==> src/rtl/gemv_mac_scheduler.sv <==
// gemv_mac_scheduler
//   Computes y = A * x one row at a time on a shared LANES-wide signed
//   multiply-accumulate datapath. The N-element vector x is buffered first,
//   then each row of A streams in as N/LANES beats of LANES elements. Each
//   row's dot product leaves as one result on a valid/ready port.
//
// Ports
//   clk, rst_n        : single clock, synchronous active-low reset
//   start             : job start pulse, looked at in IDLE only
//   cfg_rows          : rows in the job (0 finishes at once), latched on start
//   keep_vec          : reuse the stored vector, latched on start
//   vec_valid/ready   : vector element stream, elements in index order 0..N-1
//   vec_data          : signed vector element
//   mat_valid/ready   : matrix beat stream; lane j = bits [j*DATA_W +: DATA_W]
//                       and beat b carries row elements b*LANES+j
//   res_valid/ready   : result stream, rows in order 0..cfg_rows-1
//   res_data          : signed dot product (modulo 2^ACC_W, no saturation)
//   res_row           : row index of res_data
//   busy              : high in every state except IDLE
//   done              : one-cycle pulse at the end of a job
//
// Handshake rule for all three streams: a transfer happens on a rising edge
// where valid and ready are both high. A producer holds valid and data
// steady until that edge; ready may be given or withdrawn at any time.
//
// The FSM state is held in the enum signal `state` (IDLE, LOAD_VEC,
// ROW_MAC, DRAIN, DONE) for observation by checkers.

module gemv_mac_scheduler #(
  parameter int DATA_W   = 16,
  parameter int N        = 32,
  parameter int LANES    = 4,
  parameter int ROWS_MAX = 64,
  parameter int ACC_W    = 40
) (
  input  logic                                clk,
  input  logic                                rst_n,
  input  logic                                start,
  input  logic [$clog2(ROWS_MAX+1)-1:0]       cfg_rows,
  input  logic                                keep_vec,
  input  logic                                vec_valid,
  output logic                                vec_ready,
  input  logic signed [DATA_W-1:0]            vec_data,
  input  logic                                mat_valid,
  output logic                                mat_ready,
  input  logic [LANES*DATA_W-1:0]             mat_data,
  output logic                                res_valid,
  input  logic                                res_ready,
  output logic signed [ACC_W-1:0]             res_data,
  output logic [$clog2(ROWS_MAX)-1:0]         res_row,
  output logic                                busy,
  output logic                                done
);

  localparam int BEATS  = N / LANES;
  localparam int BEAT_W = (BEATS > 1) ? $clog2(BEATS) : 1;
  localparam int VIDX_W = (N > 1) ? $clog2(N) : 1;
  localparam int CNT_W  = $clog2(ROWS_MAX + 1);
  localparam int RROW_W = $clog2(ROWS_MAX);
  localparam int PROD_W = 2 * DATA_W;

  typedef enum logic [2:0] {
    IDLE     = 3'd0,
    LOAD_VEC = 3'd1,
    ROW_MAC  = 3'd2,
    DRAIN    = 3'd3,
    DONE     = 3'd4
  } state_t;

  state_t state;
  state_t state_d;

  // Vector store and job bookkeeping
  logic signed [DATA_W-1:0] vec_buf [N];
  logic [VIDX_W-1:0]        vec_idx;
  logic                     vec_loaded;
  logic [CNT_W-1:0]         rows_q;
  logic [CNT_W-1:0]         row_cnt;
  logic [BEAT_W-1:0]        beat_cnt;

  // Stage 1: registered lane products
  logic                     s1_valid;
  logic                     s1_first;
  logic                     s1_last;
  logic [RROW_W-1:0]        s1_row;
  logic signed [PROD_W-1:0] s1_prod [LANES];

  // Stage 2: running accumulator
  logic signed [ACC_W-1:0]  acc;

  logic                     en;
  logic                     vec_fire;
  logic                     mat_fire;
  logic                     last_beat;
  logic                     last_row;
  logic                     job_start;

  logic signed [DATA_W-1:0] mat_lane [LANES];
  logic signed [DATA_W-1:0] vec_op   [LANES];
  logic signed [PROD_W-1:0] prod     [LANES];
  logic signed [ACC_W-1:0]  sum;
  logic signed [ACC_W-1:0]  acc_next;

  // A result parked at the output (valid but not taken) freezes both
  // pipeline stages and the matrix input.
  assign en        = !(res_valid && !res_ready);
  assign vec_ready = (state == LOAD_VEC);
  assign mat_ready = (state == ROW_MAC) && en;
  assign vec_fire  = vec_valid && vec_ready;
  assign mat_fire  = mat_valid && mat_ready;
  assign last_beat = (beat_cnt == BEAT_W'(BEATS - 1));
  assign last_row  = (row_cnt == rows_q - CNT_W'(1));
  assign job_start = (state == IDLE) && start;
  assign busy      = (state != IDLE);
  assign done      = (state == DONE);

  // ---------------------------------------------------------------- FSM
  always_ff @(posedge clk) begin
    if (!rst_n) state <= IDLE;
    else        state <= state_d;
  end

  always_comb begin
    state_d = state;
    unique case (state)
      IDLE: begin
        if (start) begin
          if (cfg_rows == '0)             state_d = DONE;
          else if (keep_vec && vec_loaded) state_d = ROW_MAC;
          else                             state_d = LOAD_VEC;
        end
      end
      LOAD_VEC: if (vec_fire && vec_idx == VIDX_W'(N - 1)) state_d = ROW_MAC;
      ROW_MAC:  if (mat_fire && last_beat && last_row) state_d = DRAIN;
      // Stage 1 empty and the final result either gone or leaving this edge.
      DRAIN:    if (!s1_valid && (!res_valid || res_ready)) state_d = DONE;
      DONE:     state_d = IDLE;
      default:  state_d = IDLE;
    endcase
  end

  // ------------------------------------------------------- vector store
  // Contents survive reset; vec_loaded alone says whether they are usable.
  always_ff @(posedge clk) begin
    if (vec_fire) vec_buf[vec_idx] <= vec_data;
  end

  // ---------------------------------------------------- job bookkeeping
  always_ff @(posedge clk) begin
    if (!rst_n) begin
      vec_idx    <= '0;
      vec_loaded <= 1'b0;
      rows_q     <= '0;
      row_cnt    <= '0;
      beat_cnt   <= '0;
    end else begin
      if (job_start) begin
        rows_q   <= cfg_rows;
        row_cnt  <= '0;
        beat_cnt <= '0;
        vec_idx  <= '0;
        // A reload overwrites the buffer, so it stops being reusable
        // until the last element lands.
        if (state_d == LOAD_VEC) vec_loaded <= 1'b0;
      end
      if (vec_fire) begin
        vec_idx <= vec_idx + VIDX_W'(1);
        if (vec_idx == VIDX_W'(N - 1)) vec_loaded <= 1'b1;
      end
      if (mat_fire) begin
        beat_cnt <= last_beat ? '0 : beat_cnt + BEAT_W'(1);
        if (last_beat) row_cnt <= row_cnt + CNT_W'(1);
      end
    end
  end

  // ------------------------------------------------------ lane products
  always_comb begin
    for (int j = 0; j < LANES; j++) begin
      mat_lane[j] = mat_data[j*DATA_W +: DATA_W];
      vec_op[j]   = vec_buf[VIDX_W'(int'(beat_cnt) * LANES + j)];
      prod[j]     = PROD_W'(mat_lane[j]) * PROD_W'(vec_op[j]);
    end
  end

  // ----------------------------------------------------------- stage 1
  always_ff @(posedge clk) begin
    if (!rst_n) begin
      s1_valid <= 1'b0;
      s1_first <= 1'b0;
      s1_last  <= 1'b0;
      s1_row   <= '0;
    end else if (en) begin
      s1_valid <= mat_fire;
      if (mat_fire) begin
        s1_first <= (beat_cnt == '0);
        s1_last  <= last_beat;
        s1_row   <= RROW_W'(row_cnt);
      end
    end
  end

  always_ff @(posedge clk) begin
    if (en && mat_fire) begin
      for (int j = 0; j < LANES; j++) s1_prod[j] <= prod[j];
    end
  end

  // ----------------------------------------------------------- stage 2
  always_comb begin
    sum = '0;
    for (int j = 0; j < LANES; j++) sum = sum + ACC_W'(s1_prod[j]);
    acc_next = (s1_first ? '0 : acc) + sum;
  end

  always_ff @(posedge clk) begin
    if (!rst_n) begin
      acc       <= '0;
      res_valid <= 1'b0;
      res_data  <= '0;
      res_row   <= '0;
    end else begin
      if (en && s1_valid) begin
        acc <= acc_next;
        if (s1_last) begin
          res_data <= acc_next;
          res_row  <= s1_row;
        end
      end
      // A new result loading on the handshake edge keeps valid high.
      if (en && s1_valid && s1_last) res_valid <= 1'b1;
      else if (res_ready)            res_valid <= 1'b0;
    end
  end

endmodule

==> config.mk <==
export PLATFORM = sky130hd
export DESIGN_NAME = gemv_mac_scheduler
export DESIGN_NICKNAME = d
export VERILOG_FILES = /design/src/rtl/gemv_mac_scheduler.sv
export SDC_FILE = /design/constraint.sdc
export NUM_CORES = 2
export LEC_CHECK = 0
export ABC_AREA = 1
export BUFFER_PORTS_ARGS = -buffer_cell sky130_fd_sc_hd__clkbuf_2
export CORE_UTILIZATION = 40
export DETAILED_ROUTE_END_ITERATION = 8
export PLACE_DENSITY_LB_ADDON = 0.2
export SETUP_SLACK_MARGIN = 0.02
export SLEW_MARGIN = 5
export SYNTH_ARGS = -nofsm -noshare
export SYNTH_HDL_FRONTEND = slang
export SYNTH_SLANG_ARGS = --single-unit
==> constraint.sdc <==
create_clock -name clk -period 13.6 [get_ports clk]
set_clock_uncertainty 0.1 [all_clocks]
set_input_delay 2.72 -clock clk [delete_from_list [all_inputs] [get_ports clk]]
set_output_delay 2.72 -clock clk [all_outputs]
set_load 0.01 [all_outputs]
# == Word level (Yosys, flattened, before mapping) ==
# Memories as Yosys holds them, arrays and structs flattened. A register that Yosys moved wholly into a read port is not among the register bits.
# Index checks and enable logic that the tools add are counted.
# totals
reg_bits,122
ramBits,640
word_cells,95
mem_count,2
# mem_list
memory,words,word_bits,read_ports,rd_ports_with_merged_regs,wr,line,text
vec_buf,32,16,4,1,1,74,logic signed [DATA_W-1:0] vec_buf [N];
s1_prod,4,32,4,0,4,86,logic signed [PROD_W-1:0] s1_prod [LANES];
# classes
addsub,11
n_mul,4
n_eq_ne,8
muxes,28
n_bitwise,1
n_reduce_logical,27
# ops
operator,n
$mul 16x16->32,4
$add 40x40->40,1
$mux 40,1
$add 34x32->35,1
$add 33x32->34,1
$add 32x32->33,1
$mux 3,8
$mux 7,3
$mux 5,4
$logic_and 1x1->1,13
$pmux 3 s4,1
$add 5x1->5 const B,2
$add 5x2->5 const B,2
$mux 1,10
$add 7x1->7 const B,1
$eq 7x7->1,1
$logic_not 7->1,1
$sub 7x1->7 const B,1
$eq 3x1->1 const B,2
$eq 3x2->1 const B,2
$eq 3x3->1 const B,2
$logic_not 3->1,2
$reduce_bool 2->1,3
$eq 5x5->1 const B,1
7 further kinds,11

# == Depth between registers and ports, before layout ==
# depth
ltp_word,14
ltp_mapped,34
depth_no_buf,33

# == Worst setup path before layout ==
# Ideal clock, no wire load.
# synth_timing
path_kind,input-to-reg
startpoint,input port mat_data[47]
endpoint,memory s1_prod[2][29] in the netlist's numbering (data pin)
setup_time_ns,0.259
arrival_time_ns,7.931
required_time_ns,13.241
setup_slack_ns,5.310
path_stages,23
path_buffers,1
cell_sequence,inv_1 clkbuf_1 nor2_1 fa_1 fa_1 fa_1 fa_1 fa_1 inv_1 fa_1 inv_1 ha_1 nand2_1 nor2_1 inv_1 nor3_1 nand2_1 o211ai_2 nand2_1 nand2_1 nand2_1 nand2_1 xor2_1
# synth_rtl
element,line,text
"start, declared",46,"input logic [LANES*DATA_W-1:0] mat_data,"
"end, declared",86,

==> flow_summary.json <==
{
  "grt_max_degree": 115,
  "wl_per_cell_um": 21.12,
  "setup_viol": 0,
  "vias": 53200,
  "cap_violations": 0,
  "yosysTopAreaCell": "fa_1",
  "clk_pin_slew_ns": 0.07,
  "synthTopCellsByArea": "fa_1, edfxtp_1, inv_1",
  "startpoint": "beat_cnt[1]",
  "p_leak_nw": 36.60,
  "drc": 0,
  "period_share_pct": 66.55,
  "root_buffer": "clkbuf_16",
  "boundaryPins": 145,
  "hold_ws_ns": 0.3602,
  "ys_warn_count": 0,
  "required_ns": 13.87,
  "criticalPathCategory": "flip-flop to flip-flop",
  "antenna_found_initial": 4,
  "min_period_ns": 9.050,
  "clockBufferDepth": 3,
  "placeableCoreArea_um2": 183300,
  "area_growth_pct": 7.480,
  "cts_max_level": 3,
  "fmaxAchievable_mhz": 110.5,
  "tritoncts": "yes",
  "cts.sinks": 765,
  "synth_top_area_share_pct": 30.15,
  "rsz0062_at_grt": "false",
  "first_pass_iters": 6,
  "min_path_type": "flip-flop to flip-flop",
  "tightest_slew_ns": 1.166,
  "ys_ff_latch": 765,
  "crit_slowest_cell": "fa_1",
  "synthArstFlopShare_pct": 0,
  "synth_edf_count": 640,
  "drive_gt1_share_pct": 5.551,
  "start_kind": "flip-flop",
  "hold_viol": 0,
  "gp_congestion": 0.9400,
  "grt_usage_pct": 23.71,
  "final_core_util_pct": 43.37,
  "crit_chain": "inv_2 > buf_4 > o21ai_0 > o221ai_1 > nand2_1 > inv_1 > nand2_1 > fa_1 > inv_1 > fa_1 > fa_1 > fa_1 > fa_1 > inv_1 > fa_1 > inv_1 > ha_1 > nand2_1 > nand2_1 > a31oi_1 > a21oi_1 > a211oi_1 > o21ai_0 > xor2_1",
  "hpwl_um": 171300,
  "rr_startpoint": "beat_cnt[1]",
  "synthFlopType": "edfxtp_1",
  "clk_latency_ns": 0.67,
  "hold_buffers": 0,
  "grt_pass1_vias": 55420,
  "cts_resized": 0,
  "synthTopCellsByCount": "inv_1, fa_1, nor2_1, nand2_1, edfxtp_1",
  "port_buffers": 144,
  "synth_most_common_cell": "inv_1",
  "timing.setup.tns_ns": 0,
  "fillers": 17940,
  "min_from": "acc[1]",
  "maxSlewViolCount": 0,
  "drt-total-wl_um": 218400,
  "power_w": 0.01771,
  "synth_cell_types": 64,
  "die_h_um": 432.0,
  "min_path_cells": 2,
  "numCtsBuffers": 80,
  "via_per_inst": 5.145,
  "cpPeakStageDelay_ns": 0.79,
  "synthesis.nets": 9395,
  "drt_iter0_drc": 4276,
  "worstSetupEndpointType": "flip-flop",
  "die_w_um": 432.0,
  "peakVddDrop_uv": 326.3,
  "fin_nets": 9428,
  "syn_area_per_cell_um2": 9.512,
  "dieArea_um2": 186600,
  "grt_pass1_wl_um": 334800,
  "place_ws_ns": 4.394,
  "synthesis.instances": 7776,
  "start_util_pct": 40.36,
  "ys_seq_area_share_pct": 29.37,
  "row_count": 157,
  "p_per_area_nw_per_um2": 222.8,
  "cts_setup_buffers": 0,
  "setup_slack_ns": 4.550,
  "worstPathMaxFanout": 70,
  "netlist_area_um2": 73960,
  "drtAntennaViolNets": 0,
  "r2r_cells": 24,
  "crit_top_cell": "fa_1",
  "cp.arrival_ns": 9.32,
  "grt_overflow": 0,
  "relSlewSlack_pct": 22.16,
  "status": "finished clean"
}
==> through the flow <==
step	instance area, µm²	cells
3_5_place_dp	76890	10190
5_1_grt	79490	10340
2_1_floorplan	73960	7776
6_report	79500	10340
3_3_place_gp	76890	10190
4_1_cts	79490	10340
==> path summary, 6_finish.rpt <==
check | slack [ns] | endpoint
setup / recovery | 4.55 | s1_prod[3][31]
hold / removal | 0.36 | acc[1]
setup reg to reg | 4.55 | s1_prod[3][31]
hold reg to reg | 0.36 | acc[1]
==> logic make-up (layout without fill, tap and decap cells) <==
kind of cell	count (synthesis)	after routing	share of synthesized area, %
simple gates	2348	2348	12.56
xor+xnor	208	208	2.463
other cells	0	3	0
compound gates	987	987	8.125
buf+inv	1943	2040	10.38
flops	765	765	29.37
fa+ha+maj	1525	1525	37.10
==> metal layers <==
layer,vias to the layer above,wire [µm],global-route usage (%)
met5,-,14,0
met4,2,6235,6.406
met3,309,11190,2.816
met2,1564,105400,40.01
met1,27000,95500,32.18
li1,24320,-,-
==> registers in the layout, indices dropped and copies added, names as in the netlist, named ones only <==
register / flops
state: 3
s1_prod: 128
res_valid: 1
vec_idx: 5
vec_buf: 512
row_cnt: 7
vec_loaded: 1
rows_q: 7
acc: 40
res_data: 40
s1_first: 1
s1_last: 1
s1_valid: 1
res_row: 6
s1_row: 6
beat_cnt: 3
==> worst max-delay path: cells and delay by family, from the launching register on <==
family / cells / cell delay, ns
AO/OA/AOI/OAI: 6 / 1.47
buffers and inverters: 6 / 1.75
AND/OR/NAND/NOR: 4 / 0.90
flip-flops: 1 / 0.48
XOR/XNOR: 1 / 0.22
adder cells (fa/ha/maj): 7 / 3.70
==> cell usage in the layout, fill, tap and decap left out, types with 121 or more instances in the layout <==
master       n
a21oi_1    239
nor2_1    1090
o21ai_0    395
nand3_1    147
edfxtp_1   640
clkbuf_2   144
dfxtp_1    121
nand2_1    984
fa_1      1114
ha_1       411
xor2_1     126
inv_1     1630
==> area by class of cell <==
cell class                      count  area (µm²)  share of cell area (%)
Antenna cell                        3       7.507                0.009443
Clock buffer                      102        2157                   2.713
Clock inverter                     44       444.2                  0.5587
Inverter                         1701        6395                   8.044
Multi-Input combinational cell   5068       44590                   56.09
Sequential cell                   765       21730                   27.34
Tap cell                         2464        3083                   3.878
Timing Repair Buffer              193        1089                   1.369
==> power by group <==
part	internal (W)	switching [W]	total [W]
Sequential	0.00316	0.00000243	0.00316
Combinational	0.00435	0.00801	0.0124
Clock	0.00122	0.000969	0.00219
No activity file was read; power rests on OpenSTA's default activity.
